===== config.mk =====
export PLATFORM = sky130hd
export DESIGN_NAME = bcd_conv_arbiter_flat
export DESIGN_NICKNAME = d
export VERILOG_FILES = /design/src/rtl/bcd_conv_arbiter_pkg.sv /design/src/rtl/bcd_conv_arbiter_if.sv /design/src/rtl/bcd_conv_arbiter_rr_arbiter.sv /design/src/rtl/bcd_conv_arbiter.sv /design/src/flat_wrapper.sv
export SDC_FILE = /design/constraint.sdc
export NUM_CORES = 1
export LEC_CHECK = 0
export CORE_ASPECT_RATIO = 0.5
export CORE_MARGIN = 1.5
export CORE_UTILIZATION = 39
export DETAILED_ROUTE_END_ITERATION = 6
export PLACE_DENSITY = 0.76
export SLEW_MARGIN = 25
export SYNTH_ARGS = -nofsm -noshare
export SYNTH_HDL_FRONTEND = slang
export SYNTH_SLANG_ARGS = --single-unit

===== constraint.sdc =====
create_clock -name clk -period 2.67 [get_ports clk]
set_input_delay 0.267 -clock clk [delete_from_list [all_inputs] [get_ports clk]]
set_output_delay 0.267 -clock clk [all_outputs]
set_load 0.05 [all_outputs]

===== src/rtl/bcd_conv_arbiter_pkg.sv =====
// rtl/bcd_conv_arbiter_pkg.sv - shared types and constants for the BCD converter arbiter
package bcd_arb_pkg;

  typedef enum logic [1:0] {
    IDLE,
    START,
    WAIT,
    ACK
  } state_t;

  localparam int BCD_W       = 16;
  localparam int TIMEOUT_CYC = 32;

endpackage


===== src/rtl/bcd_conv_arbiter_if.sv =====
// rtl/bcd_conv_arbiter_if.sv - requester-side bus of the BCD converter arbiter
interface bcd_conv_arbiter_if
  import bcd_arb_pkg::*;
#(
  parameter int N_REQ = 4,
  parameter int BIN_W = 13
) ();

  localparam int ID_W = $clog2(N_REQ);

  logic [N_REQ-1:0]            req;
  logic [N_REQ-1:0][BIN_W-1:0] bin_in;
  logic [N_REQ-1:0]            ack;
  logic [BCD_W-1:0]            bcd_out;
  logic [ID_W-1:0]             grant_id;
  logic                        busy;
  logic                        err;

  // Requesters drive requests and operands, receive results.
  modport master (
    output req, bin_in,
    input  ack, bcd_out, grant_id, busy, err
  );

  // The arbiter receives requests and returns results.
  modport slave (
    input  req, bin_in,
    output ack, bcd_out, grant_id, busy, err
  );

endinterface


===== src/rtl/bcd_conv_arbiter_rr_arbiter.sv =====
// rtl/bcd_conv_arbiter_rr_arbiter.sv - combinational round-robin pick starting after last_grant
module rr_arbiter #(
  parameter int N_REQ = 4
) (
  input  logic [N_REQ-1:0]         req,
  input  logic [$clog2(N_REQ)-1:0] last_grant,
  output logic [N_REQ-1:0]         gnt,
  output logic [$clog2(N_REQ)-1:0] gnt_id
);

  localparam int ID_W = $clog2(N_REQ);
  localparam logic [ID_W-1:0] LAST_IDX = ID_W'(N_REQ - 1);

  logic [ID_W-1:0] idx;
  logic            found;

  // Walk the requesters from last_grant+1 with wrap; the first active one wins.
  always_comb begin
    gnt    = '0;
    gnt_id = '0;
    found  = 1'b0;
    idx    = last_grant;
    for (int k = 0; k < N_REQ; k++) begin
      idx = (idx == LAST_IDX) ? '0 : idx + 1'b1;
      if (!found && req[idx]) begin
        found    = 1'b1;
        gnt[idx] = 1'b1;
        gnt_id   = idx;
      end
    end
  end

endmodule


===== src/rtl/bcd_conv_arbiter.sv =====
// rtl/bcd_conv_arbiter.sv - shares one binary-to-BCD converter among requesters; optional watchdog via BCD_ARB_TIMEOUT_EN
module bcd_conv_arbiter
  import bcd_arb_pkg::*;
#(
  parameter int N_REQ = 4,
  parameter int BIN_W = 13
) (
  input  logic             clk,
  input  logic             rst,
  bcd_conv_arbiter_if.slave bus,
  output logic             conv_start,
  output logic [BIN_W-1:0] conv_bin,
  input  logic             conv_ready,
  input  logic             conv_done_tick,
  input  logic [3:0]       conv_bcd3,
  input  logic [3:0]       conv_bcd2,
  input  logic [3:0]       conv_bcd1,
  input  logic [3:0]       conv_bcd0
);

  localparam int ID_W = $clog2(N_REQ);

  state_t           state_q, state_d;
  logic [ID_W-1:0]  grant_id_q, grant_id_d;
  logic [ID_W-1:0]  last_grant_q, last_grant_d;
  logic [BIN_W-1:0] operand_q, operand_d;
  logic [BCD_W-1:0] bcd_q, bcd_d;

  logic [N_REQ-1:0] arb_gnt;
  logic [ID_W-1:0]  arb_id;
  logic [BIN_W-1:0] arb_bin;

`ifdef BCD_ARB_TIMEOUT_EN
  logic [5:0] wdog_q, wdog_d;
  logic       timeout_q, timeout_d;
`endif

  rr_arbiter #(
    .N_REQ(N_REQ)
  ) u_rr (
    .req       (bus.req),
    .last_grant(last_grant_q),
    .gnt       (arb_gnt),
    .gnt_id    (arb_id)
  );

  // One-hot AND-OR select of the winning requester's operand.
  always_comb begin
    arb_bin = '0;
    for (int i = 0; i < N_REQ; i++) begin
      if (arb_gnt[i]) begin
        arb_bin = arb_bin | bus.bin_in[i];
      end
    end
  end

  // State and datapath registers; reset leaves requester 0 with first priority.
  always_ff @(posedge clk or posedge rst) begin
    if (rst) begin
      state_q      <= IDLE;
      grant_id_q   <= '0;
      last_grant_q <= ID_W'(N_REQ - 1);
      operand_q    <= '0;
      bcd_q        <= '0;
`ifdef BCD_ARB_TIMEOUT_EN
      wdog_q       <= '0;
      timeout_q    <= 1'b0;
`endif
    end else begin
      state_q      <= state_d;
      grant_id_q   <= grant_id_d;
      last_grant_q <= last_grant_d;
      operand_q    <= operand_d;
      bcd_q        <= bcd_d;
`ifdef BCD_ARB_TIMEOUT_EN
      wdog_q       <= wdog_d;
      timeout_q    <= timeout_d;
`endif
    end
  end

  // Next-state logic: arbitrate only in IDLE, one start pulse, wait for done, one ack.
  always_comb begin
    state_d      = state_q;
    grant_id_d   = grant_id_q;
    last_grant_d = last_grant_q;
    operand_d    = operand_q;
    bcd_d        = bcd_q;
`ifdef BCD_ARB_TIMEOUT_EN
    wdog_d       = wdog_q;
    timeout_d    = timeout_q;
`endif
    case (state_q)
      IDLE: begin
        if ((|bus.req) && conv_ready) begin
          grant_id_d = arb_id;
          operand_d  = arb_bin;
          state_d    = START;
        end
      end
      START: begin
        state_d = WAIT;
`ifdef BCD_ARB_TIMEOUT_EN
        wdog_d    = '0;
        timeout_d = 1'b0;
`endif
      end
      WAIT: begin
        if (conv_done_tick) begin
          bcd_d   = {conv_bcd3, conv_bcd2, conv_bcd1, conv_bcd0};
          state_d = ACK;
        end
`ifdef BCD_ARB_TIMEOUT_EN
        else if (wdog_q == 6'(TIMEOUT_CYC - 1)) begin
          bcd_d     = '0;
          timeout_d = 1'b1;
          state_d   = ACK;
        end else begin
          wdog_d = wdog_q + 1'b1;
        end
`endif
      end
      ACK: begin
        last_grant_d = grant_id_q;
        state_d      = IDLE;
      end
      default: state_d = IDLE;
    endcase
  end

  // Acknowledge decoded from state so reset clears it immediately.
  always_comb begin
    bus.ack = '0;
    if (state_q == ACK) begin
      bus.ack[grant_id_q] = 1'b1;
    end
  end

  assign conv_start   = (state_q == START);
  assign conv_bin     = operand_q;
  assign bus.bcd_out  = bcd_q;
  assign bus.grant_id = grant_id_q;
  assign bus.busy     = (state_q != IDLE);
`ifdef BCD_ARB_TIMEOUT_EN
  assign bus.err      = (state_q == ACK) && timeout_q;
`else
  assign bus.err      = 1'b0;
`endif

endmodule


===== src/flat_wrapper.sv =====
// flat-port wrapper written by rule: the top's interface ports become plain ports
module bcd_conv_arbiter_flat import bcd_arb_pkg::*;
#(
  parameter int N_REQ = 4,
  parameter int BIN_W = 13
)
  (clk, rst, conv_start, conv_bin, conv_ready, conv_done_tick, conv_bcd3, conv_bcd2, conv_bcd1, conv_bcd0, bus_req, bus_bin_in, bus_ack, bus_bcd_out, bus_grant_id, bus_busy, bus_err);
  bcd_conv_arbiter_if #(.N_REQ(N_REQ), .BIN_W(BIN_W)) bus_i ();
  input  logic clk;
  input  logic rst;
  output logic conv_start;
  output logic [BIN_W-1:0] conv_bin;
  input  logic conv_ready;
  input  logic conv_done_tick;
  input  logic [3:0] conv_bcd3;
  input  logic [3:0] conv_bcd2;
  input  logic [3:0] conv_bcd1;
  input  logic [3:0] conv_bcd0;
  input wire logic [$bits(bus_i.req)-1:0] bus_req;
  input wire logic [$bits(bus_i.bin_in)-1:0] bus_bin_in;
  output wire logic [$bits(bus_i.ack)-1:0] bus_ack;
  output wire logic [$bits(bus_i.bcd_out)-1:0] bus_bcd_out;
  output wire logic [$bits(bus_i.grant_id)-1:0] bus_grant_id;
  output wire logic [$bits(bus_i.busy)-1:0] bus_busy;
  output wire logic [$bits(bus_i.err)-1:0] bus_err;
  assign bus_i.req = bus_req;
  assign bus_i.bin_in = bus_bin_in;
  assign bus_ack = bus_i.ack;
  assign bus_bcd_out = bus_i.bcd_out;
  assign bus_grant_id = bus_i.grant_id;
  assign bus_busy = bus_i.busy;
  assign bus_err = bus_i.err;
  bcd_conv_arbiter #(.N_REQ(N_REQ), .BIN_W(BIN_W)) u_core (.clk(clk), .rst(rst), .bus(bus_i), .conv_start(conv_start), .conv_bin(conv_bin), .conv_ready(conv_ready), .conv_done_tick(conv_done_tick), .conv_bcd3(conv_bcd3), .conv_bcd2(conv_bcd2), .conv_bcd1(conv_bcd1), .conv_bcd0(conv_bcd0));
endmodule

# ---- Word-level counts from Yosys, hierarchy flattened
# Cells that the tools add are included.
# W data, S select, Z words.
dict set report totals {
  output_inout_bits 38
  input_bits 76
  reg_bits 35
  elab_cells 93
}
dict set report op_classes {
  reduce_logical 18
  bitwise_logic 6
  n_mux 41
  n_eq_ne 9
  addsub 4
  magnitude_cmp 10
}
# op count
set ops {}
lappend ops {{$mux W13} 4}
lappend ops {{$or A13 B13 Y13} 3}
lappend ops {{$mux W2} 10}
lappend ops {{$mux W4} 5}
lappend ops {{$lt A2 B3 Y1 const B} 5}
lappend ops {{$eq A2 B2 Y1 const B} 6}
lappend ops {{$mux W1} 12}
lappend ops {{$or A4 B4 Y4} 3}
lappend ops {{$demux W1 S2} 5}
lappend ops {{$ge A2 B1 Y1 const B} 5}
lappend ops {{$logic_and A1 B1 Y1} 9}
lappend ops {{$add A2 B1 Y2 const B} 4}
lappend ops {{$bmux W1 S2} 4}
lappend ops {{$pmux W2 S4} 1}
lappend ops {{$reduce_and A2 Y1} 3}
lappend ops {{$reduce_or A4 Y1} 1}
lappend ops {{$logic_not A1 Y1} 3}
lappend ops {{$eq A2 B1 Y1 const B} 1}
lappend ops {{$logic_not A2 Y1} 1}
lappend ops {{$ne A2 B1 Y1 const B} 1}
lappend ops {{$ne A2 B2 Y1 const B} 1}
lappend ops {{$reduce_bool A2 Y1} 1}

# ---- Depth between registers and ports, before layout
# Gate-level depths: netlist of run 1.
dict set report logic_depth {
  word_depth 21
  mapped_depth 12
  ltp_nobuf 8
}

# ---- Cells and area by module
# Synthesis of run 1 repeated with hierarchy kept, for this count alone.
dict set report unflattened {
  cells_unflattened 196
  area_unflattened_um2 2164.6
}
# module area_per_inst_um2 instances cells_each seq_area_each_um2
set by_module_without_submodules {}
lappend by_module_without_submodules {bcd_conv_arbiter 1732.9 1 138 878.3}
lappend by_module_without_submodules {rr_arbiter 431.7 1 58 0.0}

# ---- Worst setup path after synthesis of run 1
# No wires, ideal clock.
dict set report synth_path {
  path_type {flip-flop to flip-flop}
  startpoint {reg u_core.last_grant_q[0]}
  endpoint {reg u_core.operand_q[0], in the netlist u_core.conv_bin[0]}
  arrival_time_ps 2755
  period_less_slack_ps 2881
  path_stages_with_launch 12
  slack_ps -211
  n_path_buf 3
  required_time_ps 2544
  setup_ps 126
  cell_sequence {dfstp_2 -> buf_6 -> inv_2 -> ha_1 -> buf_6 -> nor2b_1 -> a22oi_2 -> a211oi_2 -> a221oi_4 -> buf_6 -> o22ai_1 -> o32a_1}
}
dict set report synth_via {
  elab_chain_len 21
  word_cells_on_any_way 63
  classes_between {add/sub: 4; order compare: 8; eq/ne: 4; mux: 31; bitwise: 6; reduce/logical: 10}
}
# element line_no
set synth_lines {}
lappend synth_lines {{start, declared} bcd_conv_arbiter.sv:25} ;# logic [ID_W-1:0] last_grant_q, last_grant_d;
lappend synth_lines {{start signal, assigned} bcd_conv_arbiter.sv:62} ;# last_grant_q <= ID_W'(N_REQ - 1);
lappend synth_lines {{start signal, assigned} bcd_conv_arbiter.sv:72} ;# last_grant_q <= last_grant_d;
lappend synth_lines {{$add A2 B1 Y2 / $eq A2 B2 Y1 (equally long branches)} bcd_conv_arbiter_rr_arbiter.sv:24} ;# idx = (idx == LAST_IDX) ? '0 : idx + 1'b1;
lappend synth_lines {{$mux W2 *} bcd_conv_arbiter_rr_arbiter.sv:24}
lappend synth_lines {{$add A2 B1 Y2, or another cell as far along} bcd_conv_arbiter_rr_arbiter.sv:24}
lappend synth_lines {{$mux W2 / $mux W1 (equally long branches)} {bcd_conv_arbiter_rr_arbiter.sv:24, bcd_conv_arbiter_rr_arbiter.sv:25}}
lappend synth_lines {{$add A2 B1 Y2, or another cell as far along} bcd_conv_arbiter_rr_arbiter.sv:24}
lappend synth_lines {{$mux W2, or another cell as far along} bcd_conv_arbiter_rr_arbiter.sv:24}
lappend synth_lines {{$add A2 B1 Y2, or another cell as far along} bcd_conv_arbiter_rr_arbiter.sv:24}
lappend synth_lines {{$mux W2, or another cell as far along} bcd_conv_arbiter_rr_arbiter.sv:24}
lappend synth_lines {{(+5 left out)} n/a}
lappend synth_lines {{$mux W4 *} bcd_conv_arbiter_rr_arbiter.sv:25} ;# if (!found && req[idx]) begin
lappend synth_lines {{$mux W13} bcd_conv_arbiter.sv:51} ;# if (arb_gnt[i]) begin
lappend synth_lines {{$or A13 B13 Y13} bcd_conv_arbiter.sv:52} ;# arb_bin = arb_bin | bus.bin_in[i];
lappend synth_lines {{$mux W13} bcd_conv_arbiter.sv:51}
lappend synth_lines {{$or A13 B13 Y13} bcd_conv_arbiter.sv:52}
lappend synth_lines {{$mux W13} bcd_conv_arbiter.sv:51}
lappend synth_lines {{$or A13 B13 Y13} bcd_conv_arbiter.sv:52}
lappend synth_lines {{$mux W13 *} bcd_conv_arbiter.sv:51}
lappend synth_lines {{end signal, assigned} bcd_conv_arbiter.sv:73} ;# operand_q <= operand_d;
lappend synth_lines {{end, declared} bcd_conv_arbiter.sv:26} ;# logic [BIN_W-1:0] operand_q, operand_d;
# Every way passes the cells marked *; elsewhere a longest branch is shown, timed or not. The select of a mux whose other input is x is not followed.
# A chain may end at the register's enable or synchronous reset.

# ---- Worst setup path after layout of run 1
# Same ends and word-level chain as after synthesis.

==> results.json, run 1 <==
{
  "yosys_warnings": 0,
  "syn_area_um2": 2600,
  "p_total_w": 0.00623,
  "grt_pass1_vias": 2762,
  "num-nets-final": 521,
  "worstSkewPairLatency_ps": 290,
  "drc": 0,
  "maxCapViolCount": 0,
  "avgSynthCellArea_um2": 9.37,
  "gp_congestion": 0.872,
  "ys_seq_area_share_pct": 33.7,
  "status": "finished with violations",
  "drt_iter0_markers": 180,
  "die_h_um": 60.8,
  "routed_wl_mm": 8.93,
  "die_area_um2": 7210,
  "clk_pin_slew_ps": 60,
  "grt_max_degree": 36,
  "cts_tree": "done",
  "finClkSkew_ps": 4.75,
  "leakage_nw": 1.90,
  "synthMuxAreaShare_pct": 9.80,
  "ys_async_sr_fraction_pct": 100,
  "holdBufCountCts": 0,
  "wl_per_cell_um": 17.1,
  "startpoint": "u_core.last_grant_q[0]",
  "multi_input_area_um2": 1650,
  "antenna_found_initial": 0,
  "regToRegStartpoint": "u_core.last_grant_q[0]",
  "seq_area_um2": 878,
  "fp-row-count": 20,
  "slew_headroom_pct": 54.3,
  "grt_pass1_wl_mm": 13.5,
  "drt_pass1_iterations": 4,
  "grt_overflow": 0,
  "synthXorXnorAreaFrac_pct": 0.673,
  "fmax_mhz": 365,
  "cts-htree-levels": 2,
  "grt_setup_unrepaired": "true",
  "ioPinCount": 114,
  "synth_seq_cells": 35,
  "synth_fa_ha_area_share_pct": 5.29,
  "synth-edff-count": 0,
  "hold_violations": 0,
  "path_max_fanout": 10,
  "num_antenna_cells": 0,
  "tightest_slew_ps": 684,
  "period_minus_slack_ps": 2740,
  "ant_nets": 0,
  "viasPerCell": 5.40,
  "clock-sinks": 35,
  "finalCritPeriodShare_pct": 103,
  "start_kind": "flip-flop",
  "synth-simple-area-share_pct": 14.0,
  "violations": "setup timing",
  "io_buffers": 112,
  "worstSetupPathType": "reg -> reg",
  "arrival_ps": 2910,
  "tns_ps": -108,
  "area_delta_synth_final_pct": 75.6,
  "holdCritPathClass": "in -> async",
  "fillers": 431,
  "vias": 2822,
  "ys_types": 46,
  "vdd_drop_max_mv": 0.655,
  "synth_compound_area_share_pct": 25.6,
  "synth_top_family_by_area": "compound AO/OA/AOI/OAI gates",
  "worst_slack_ps": -69.7,
  "start_util_pct": 41.6,
  "cts_made_buffers": 5,
  "dp_hpwl_mm": 6.24,
  "drv_slew": 0,
  "syn-num-nets": 365,
  "clockRootBuffer": "clkbuf_16",
  "syn_inst": 278,
  "synth_ff_type": "dfrtp_1",
  "drive_gt1_share_pct": 26.7,
  "clockBufferDepth": 2,
  "cp.required_ps": 2840,
  "setup_viol": 2,
  "utilization_pct": 73.1,
  "endpoint_kind": "flip-flop",
  "fp.coreArea_um2": 6260,
  "p_per_area_nw_per_um2": 1360,
  "die_w_um": 119,
  "track_usage_pct": 24.1
}
==> routing by layer <==
metal	vias up	part of all wire, %	GRT usage [%]
met2	115	48	43.5
met3	13	7.3	7.14
li1	1324	-	-
met1	1370	44	29.0
met5	-	0	0
met4	0	1.1	7.23
==> layout make-up <==
class | count | area share (%)
flip-flops and latches | 35 | 19.2
inverters | 38 | 3.23
clock inverters | 3 | 0.438
clock buffers | 5 | 2.74
well taps | 88 | 2.41
multi-input cells | 187 | 36.2
repair buffers | 167 | 35.8
==> critical path: stages (launching register included) <==
cell       delay [ps]
dfstp_2           580
inv_6              40
ha_4              310
buf_6             130
nor3b_2            50
buf_4             150
nor3_4            200
buf_6             140
a2111oi_4          40
buf_6             150
buf_4             150
o31ai_2           250
nand2_1           100
o32a_1            330
==> sequential cells by signal, summed over array words and instances, names as in the netlist <==
name and count:
u_core.state_q 2, u_core.bus.grant_id 2, u_core.last_grant_q 2, u_core.bus.bcd_out 16
u_core.conv_bin 13
==> what timing repair did <==
item                                   CTS  global route
endpoints found under the hold margin    0             0
cloned                                   1             2
setup buffers                           14             3
resized for setup                       23            15
pin swaps                                7            12
setup endpoints to repair               13            13
==> cells by family after synthesis <==
kind of cell               count (synthesis)
AOI/OAI and AO/OA                         79
and+or+nand+nor                           70
buffers and inverters                     58
DFF                                       35
muxes                                     22
adders and majority gates                 11
xor gates and xnor gates                   2
other                                      1
==> placed cells by master, fill, tap and decap left out, drive strengths merged, types with 2 or more instances in the layout <==
cell type,synthesis,final
o22ai,14,14
o41ai,3,3
a22oi,2,2
nor3b,4,4
nor2,13,13
o32a,13,13
nor3,8,8
inv,38,38
a21oi,5,5
mux4,1,2
mux2,18,18
clkdlybuf4s50,0,112
nor2b,16,16
clkinvlp,0,2
o21ai,10,10
o31ai,14,14
a32o,3,4
dfrtp,33,33
and3b,3,3
nand2,19,19
dfstp,2,2
a211oi,6,6
a31oi,3,3
ha,11,11
clkbuf,4,5
nor4,2,2
buf,16,54
mux2i,3,3
a221oi,3,3
==> power by group <==
part | internal (W) | switching [W] | total (W) | leakage [nW]
combinational | 0.00203 | 0.00261 | 0.00465 | 1.43
clock | 0.000344 | 0.000239 | 0.000583 | 0.0658
sequential | 0.000816 | 0.000180 | 0.000996 | 0.403
total | 0.00319 | 0.00303 | 0.00623 | 1.90
==> cells in the mapped netlist (4+ instances only) <==
master	count	area, um^2
a21oi_1	5	25.0
buf_2	6	30.0
buf_4	5	37.5
buf_6	5	56.3
clkbuf_1	4	15.0
dfrtp_1	33	826
ha_1	11	138
inv_1	37	139
mux2_2	18	203
nand2_1	19	71.3
nor2_1	12	45.0
nor2b_1	16	100
nor3_1	8	40.0
nor3b_1	4	30.0
o21ai_0	10	50.1
o22ai_1	14	87.6
o31ai_1	14	105
o32a_1	13	130
==> stage by stage <==
step	worst slack (ps)	std cells	hold slack, ps	instance area, um^2
floorplan	-42.2	278	418	2660
global placement	-227	496	479	4040
detailed placement	-284	496	490	4040
CTS	-21.5	518	407	4420
global route	-157	523	445	4570
finish	-69.7	523	388	4570
==> worst paths after layout <==
path / endpoint / slack [ps] / depth (start not counted)
setup / recovery: u_core.conv_bin[0] / -70 / 13
hold / removal: u_core.conv_bin[2] / 390 / 3
setup reg to reg: u_core.conv_bin[0] / -70 / 13
hold reg to reg: u_core.conv_bin[11] / 500 / 1
max in group asynchronous: u_core.last_grant_q[1] / 1940 / 3
min in group clk: u_core.conv_bin[11] / 500 / 1
Note: power is estimated with default switching activity, not from simulation.
==> run 2: changes to the inputs <==
--- a/config.mk
+++ b/config.mk
@@ -9,6 +9,7 @@
 export CORE_MARGIN = 1.5
 export CORE_UTILIZATION = 39
 export DETAILED_ROUTE_END_ITERATION = 6
+export GPL_TIMING_DRIVEN = 0
 export PLACE_DENSITY = 0.76
 export SLEW_MARGIN = 25
 export SYNTH_ARGS = -nofsm -noshare
==> run 2 against run 1 <==
  * The flow still finishes with violations (setup timing)
  * Highest routed layer unchanged
  * Maximum frequency is 2.5% lower
  * Die area unchanged
  * Global-route usage is 0.61 points lower
  * Hold slack better by 36 ps
  * Largest cell class unchanged
  * Sequential power fell by 1%
  * Clock power about the same
  * Setup slack worse by 70 ps
  * Clock skew decreased by 2.3 ps
  * Sequential share of layout area increased by 0.87 points
  * Critical path depth is 2 lower
  * Register-to-register slack got worse by 70 ps
  * Core utilization decreased by 3.2 points
==> results.json, run 2 (same netlist as run 1, synthesis figures left out) <==
{
  "status": "finished with violations",
  "violations": "setup timing",
  "drt_iter0_markers": 161,
  "routed_wl_mm": 8.63,
  "cts_made_buffers": 5,
  "grt_overflow": 0,
  "num_antenna_cells": 0,
  "layout_commonest_cell": "clkdlybuf4s50_1",
  "fp-row-count": 20,
  "finClkSkew_ps": 2.41,
  "grtUsageMet3_pct": 6.20,
  "die_h_um": 60.8,
  "num-nets-final": 503,
  "cp.required_ps": 2840,
  "utilization_pct": 69.9,
  "setup_viol": 13,
  "endpoint_kind": "flip-flop",
  "grt_pass1_vias": 2595,
  "clock-sinks": 35,
  "tightest_slew_ps": 731,
  "instances_no_fill": 505,
  "worst_slack_ps": -140,
  "placed_cells": 478,
  "worstSkewPairLatency_ps": 290,
  "start_util_pct": 41.6,
  "die_w_um": 119,
  "hold_violations": 0,
  "p_total_w": 0.00603,
  "worstSetupPathType": "reg -> reg",
  "fillers": 479,
  "arrival_ps": 2980,
  "grt_pass1_wl_mm": 13.0,
  "maxCapViolCount": 0,
  "path_max_fanout": 10,
  "drc": 0,
  "holdCritPathClass": "in -> async",
  "cts_tree": "done",
  "viasPerCell": 5.29,
  "vdd_drop_max_mv": 0.743,
  "drt_pass1_iterations": 4,
  "area_delta_synth_final_pct": 68.0,
  "grt.met1_usage_pct": 31.0,
  "grt_max_degree": 36,
  "track_usage_pct": 23.5,
  "slew_headroom_pct": 51.2,
  "grt_setup_unrepaired": "true",
  "postPlaceCellArea_um2": 3890,
  "dp_hpwl_mm": 6.16,
  "leakage_nw": 1.79,
  "period_minus_slack_ps": 2810,
  "finalCritPeriodShare_pct": 105,
  "io_buffers": 112,
  "vias": 2672,
  "antenna_found_initial": 0,
  "fp.coreArea_um2": 6260,
  "p_per_area_nw_per_um2": 1380,
  "worst_hold_slack_ps": 424,
  "cts-htree-levels": 2,
  "drive_gt1_share_pct": 25.2,
  "design_area_um2": 4370,
  "clockRootBuffer": "clkbuf_16",
  "start_kind": "flip-flop",
  "holdBufCountCts": 0,
  "largest_reg_flops": 16,
  "ioPinCount": 114,
  "ant_nets": 0,
  "clockBufferDepth": 2,
  "wl_per_cell_um": 17.1,
  "grt-busiest-layer": "met2",
  "fmax_mhz": 356,
  "die_area_um2": 7210,
  "final_cell_mix": "clkdlybuf4s50_1 (112), inv_1 (35), dfrtp_1 (33)",
  "gr-usage-met2_pct": 40.1,
  "gp_congestion": 0.916,
  "clk_pin_slew_ps": 60,
  "drv_slew": 0
}
run 2: changes by cell type in the layout (fill, tap and decap cells not counted), moves of 2 or more:
cell,change
buf_12,-2
buf_2,+4
buf_4,-21
clkbuf_1,+3
o22ai_1,-4
o22ai_2,+4
o31ai_1,-2
o31ai_2,+4
o31ai_4,-2
run 2: repair_timing:
item	in CTS	in global routing
endpoints found under the setup margin	14	13
gates resized for setup	26	12
gates cloned	1	0
pin swaps	15	5
buffers inserted	18	2
hold endpoints to repair	0	0
run 2: through the flow:
step / setup TNS, ps / worst slack, ps
CTS: -1510 / -148
finish: -1500 / -140
detailed placement: -6010 / -472
global route: -2680 / -225
global placement: -5530 / -440
floorplan: -397 / -42.2
run 2: path summary, 6_finish.rpt:
kind,from,to,slack [ps],depth (start not counted)
min in group clk,u_core.conv_bin[12],u_core.conv_bin[12],500,1
setup / recovery,u_core.last_grant_q[0],u_core.conv_bin[10],-140,11
max in group asynchronous,rst,u_core.state_q[1],1780,2
hold reg to reg,u_core.conv_bin[12],u_core.conv_bin[12],500,1
hold / removal,rst,u_core.bus.bcd_out[4],420,2
setup reg to reg,u_core.last_grant_q[0],u_core.conv_bin[10],-140,11
run 2: area by class of cell:
type | count | area (um^2) | share of cell area [%]
multi-input cells | 185 | 1640 | 37.6
repair buffers | 132 | 1290 | 29.5
flip-flops and latches | 35 | 878 | 20.1
plain buffers | 19 | 156 | 3.58
inverters | 38 | 150 | 3.43
clock buffers | 5 | 125 | 2.86
well taps | 88 | 110 | 2.52
clock inverters | 3 | 20.0 | 0.458
run 2: layer usage:
layer	up-vias	wire [um]
li1	1274	-
met1	1286	3930
met2	104	4060
met3	8	573
met4	0	66
met5	-	0
run 2: report_power, final:
| part | switching (W) | internal (W) | total (W) | leakage (nW) |
|---|---|---|---|---|
| combinational | 0.00258 | 0.00188 | 0.00446 | 1.32 |
| clock | 0.000238 | 0.000344 | 0.000581 | 0.0658 |
| sequential | 0.000169 | 0.000815 | 0.000985 | 0.403 |
| total | 0.00298 | 0.00304 | 0.00603 | 1.79 |
run 2: critical path, cell delays in order (launching register included):
cell and delay [ps]:
dfstp_2 550, buf_8 110, inv_8 30, ha_4 320
buf_6 130, mux4_2 320, buf_6 160, a32o_2 250
buf_6 160, o31ai_2 180, nand2_1 100, o32a_1 370
==> run 3: changes to the inputs <==
--- a/config.mk
+++ b/config.mk
@@ -9,7 +9,7 @@
 export CORE_MARGIN = 1.5
 export CORE_UTILIZATION = 39
 export DETAILED_ROUTE_END_ITERATION = 6
-export GPL_TIMING_DRIVEN = 0
+export MAX_ROUTING_LAYER = met4
 export PLACE_DENSITY = 0.76
 export SLEW_MARGIN = 25
 export SYNTH_ARGS = -nofsm -noshare
==> run 3 against run 2 <==
  * The flow still finishes with violations (setup timing)
  * Global-route usage up 2.4 points
  * Setup slack better by 21 ps
  * Via count up 5.2%
  * Critical path depth down 1
  * Cell count up 4.2%
==> results.json, run 3 (same netlist as run 1, synthesis figures left out) <==
{
  "num_antenna_cells": 0,
  "die_area_um2": 7210,
  "holdCritPathClass": "in -> async",
  "leakage_nw": 1.95,
  "drc": 0,
  "arrival_ps": 2950,
  "maxCapViolCount": 0,
  "clock-sinks": 35,
  "start_kind": "flip-flop",
  "drt-met1-wl_mm": 4.06,
  "wl_met3_um": 572,
  "clockBufferDepth": 2,
  "postPlaceCellArea_um2": 4080,
  "num-nets-final": 524,
  "wl_per_cell_um": 17.6,
  "finalCritPeriodShare_pct": 104,
  "gp_congestion": 0.917,
  "worst_slack_ps": -119,
  "clk_pin_slew_ps": 60,
  "die_h_um": 60.8,
  "viasPerCell": 5.34,
  "cts_tree": "done",
  "grt_pass1_wl_mm": 13.9,
  "path_max_fanout": 13,
  "layout_commonest_cell": "clkdlybuf4s50_1",
  "grt_overflow": 0,
  "slew_headroom_pct": 55.4,
  "grt_setup_unrepaired": "true",
  "die_w_um": 119,
  "grt_pass1_vias": 2790,
  "ioPinCount": 114,
  "drt_iter0_markers": 242,
  "design_area_um2": 4620,
  "fmax_mhz": 359,
  "antenna_found_initial": 0,
  "worstSkewPairLatency_ps": 290,
  "endpoint_kind": "flip-flop",
  "area_delta_synth_final_pct": 77.5,
  "cts_made_buffers": 5,
  "setup_viol": 13,
  "cts-htree-levels": 2,
  "dp_hpwl_mm": 6.35,
  "hold_violations": 0,
  "drt_pass1_iterations": 4,
  "vias": 2811,
  "start_util_pct": 41.6,
  "wl_met2_mm": 4.51,
  "status": "finished with violations",
  "dp_worst_setup_slack_ps": -292,
  "fp-row-count": 20,
  "holdBufCountCts": 0,
  "fp.coreArea_um2": 6260,
  "track_usage_pct": 25.9,
  "routed_wl_mm": 9.27,
  "grt_max_degree": 36,
  "violations": "setup timing",
  "tightest_slew_ps": 667,
  "drive_gt1_share_pct": 28.1,
  "clockRootBuffer": "clkbuf_16",
  "period_minus_slack_ps": 2790,
  "largest_reg_flops": 16,
  "drv_slew": 0,
  "worstSetupPathType": "reg -> reg",
  "vdd_drop_max_mv": 0.906,
  "finClkSkew_ps": 2.57,
  "io_buffers": 112,
  "cp.required_ps": 2830,
  "ant_nets": 0,
  "worst_hold_slack_ps": 384,
  "p_per_area_nw_per_um2": 1410,
  "top_layer_used": "met4",
  "final_cell_mix": "clkdlybuf4s50_1 (112), buf_4 (44), inv_1 (37)"
}
-- run 3: cell types whose count changed in the layout (fill, tap and decap cells not counted), moves of 3 or more --
cell,change
buf_4,+25
buf_2,-4
nor2b_2,+4
o22ai_1,+4
o22ai_2,-4
clkbuf_1,-3
nor2b_1,-3
o31ai_1,+3
o31ai_2,-3
-- run 3: per-stage QoR --
| step | util (%) | std cells | setup TNS (ps) | total power (W) |
|---|---|---|---|---|
| global route | 73.9 | 526 | -2010 | 0.00683 |
| finish | 73.9 | 526 | -998 | 0.00651 |
| detailed placement | 65.1 | 497 | -2840 | 0.00503 |
| CTS | 71.3 | 520 | -1050 | 0.00623 |
| global placement | 65.1 | 497 | -2190 | 0.00493 |
| floorplan | - | 278 | -397 | 0.00373 |
-- run 3: cell type report --
type | instances | area (um^2)
repair buffers | 171 | 1660
well taps | 88 | 110
inverters | 38 | 148
multi-input cells | 186 | 1650
fillers | 419 | 1640
clock inverters | 3 | 47.5
clock buffers | 5 | 125
flip-flops and latches | 35 | 878
-- run 3: worst paths after layout --
check,startpoint,end,slack (ps),cells past startpoint
max,u_core.last_grant_q[0],u_core.conv_bin[7],-120,10
min,rst,u_core.bus.bcd_out[1],380,3
max reg2reg,u_core.last_grant_q[0],u_core.conv_bin[7],-120,10
min reg2reg,u_core.conv_bin[2],u_core.conv_bin[2],500,1
max in group asynchronous,rst,u_core.last_grant_q[1],1930,3
min in group clk,u_core.conv_bin[2],u_core.conv_bin[2],500,1
-- run 3: routing by layer --
layer / vias to the layer above / GRT usage (%)
met5: - / -
met4: 0 / 8.09
met3: 16 / 6.86
met2: 105 / 44.3
met1: 1374 / 30.7
li1: 1316 / -
-- run 3: what timing repair did --
item,4_1_cts,5_1_grt
resized for setup,17,25
gates cloned,1,1
buffers inserted,14,6
endpoints found under the setup margin,13,13
pin swaps,8,13
-- run 3: power by group --
group / internal, W / switching (W)
clock network: 0.000445 / 0.000250
logic: 0.00213 / 0.00269
registers: 0.000815 / 0.000183
-- run 3: critical path: stages, from the launching register on --
cell and delay (ps):
dfstp_2 610, inv_6 40, ha_4 300, buf_6 110
mux4_2 360, buf_6 170, a32o_2 230, a221oi_4 220
buf_12 180, o22ai_1 70, o32a_1 370
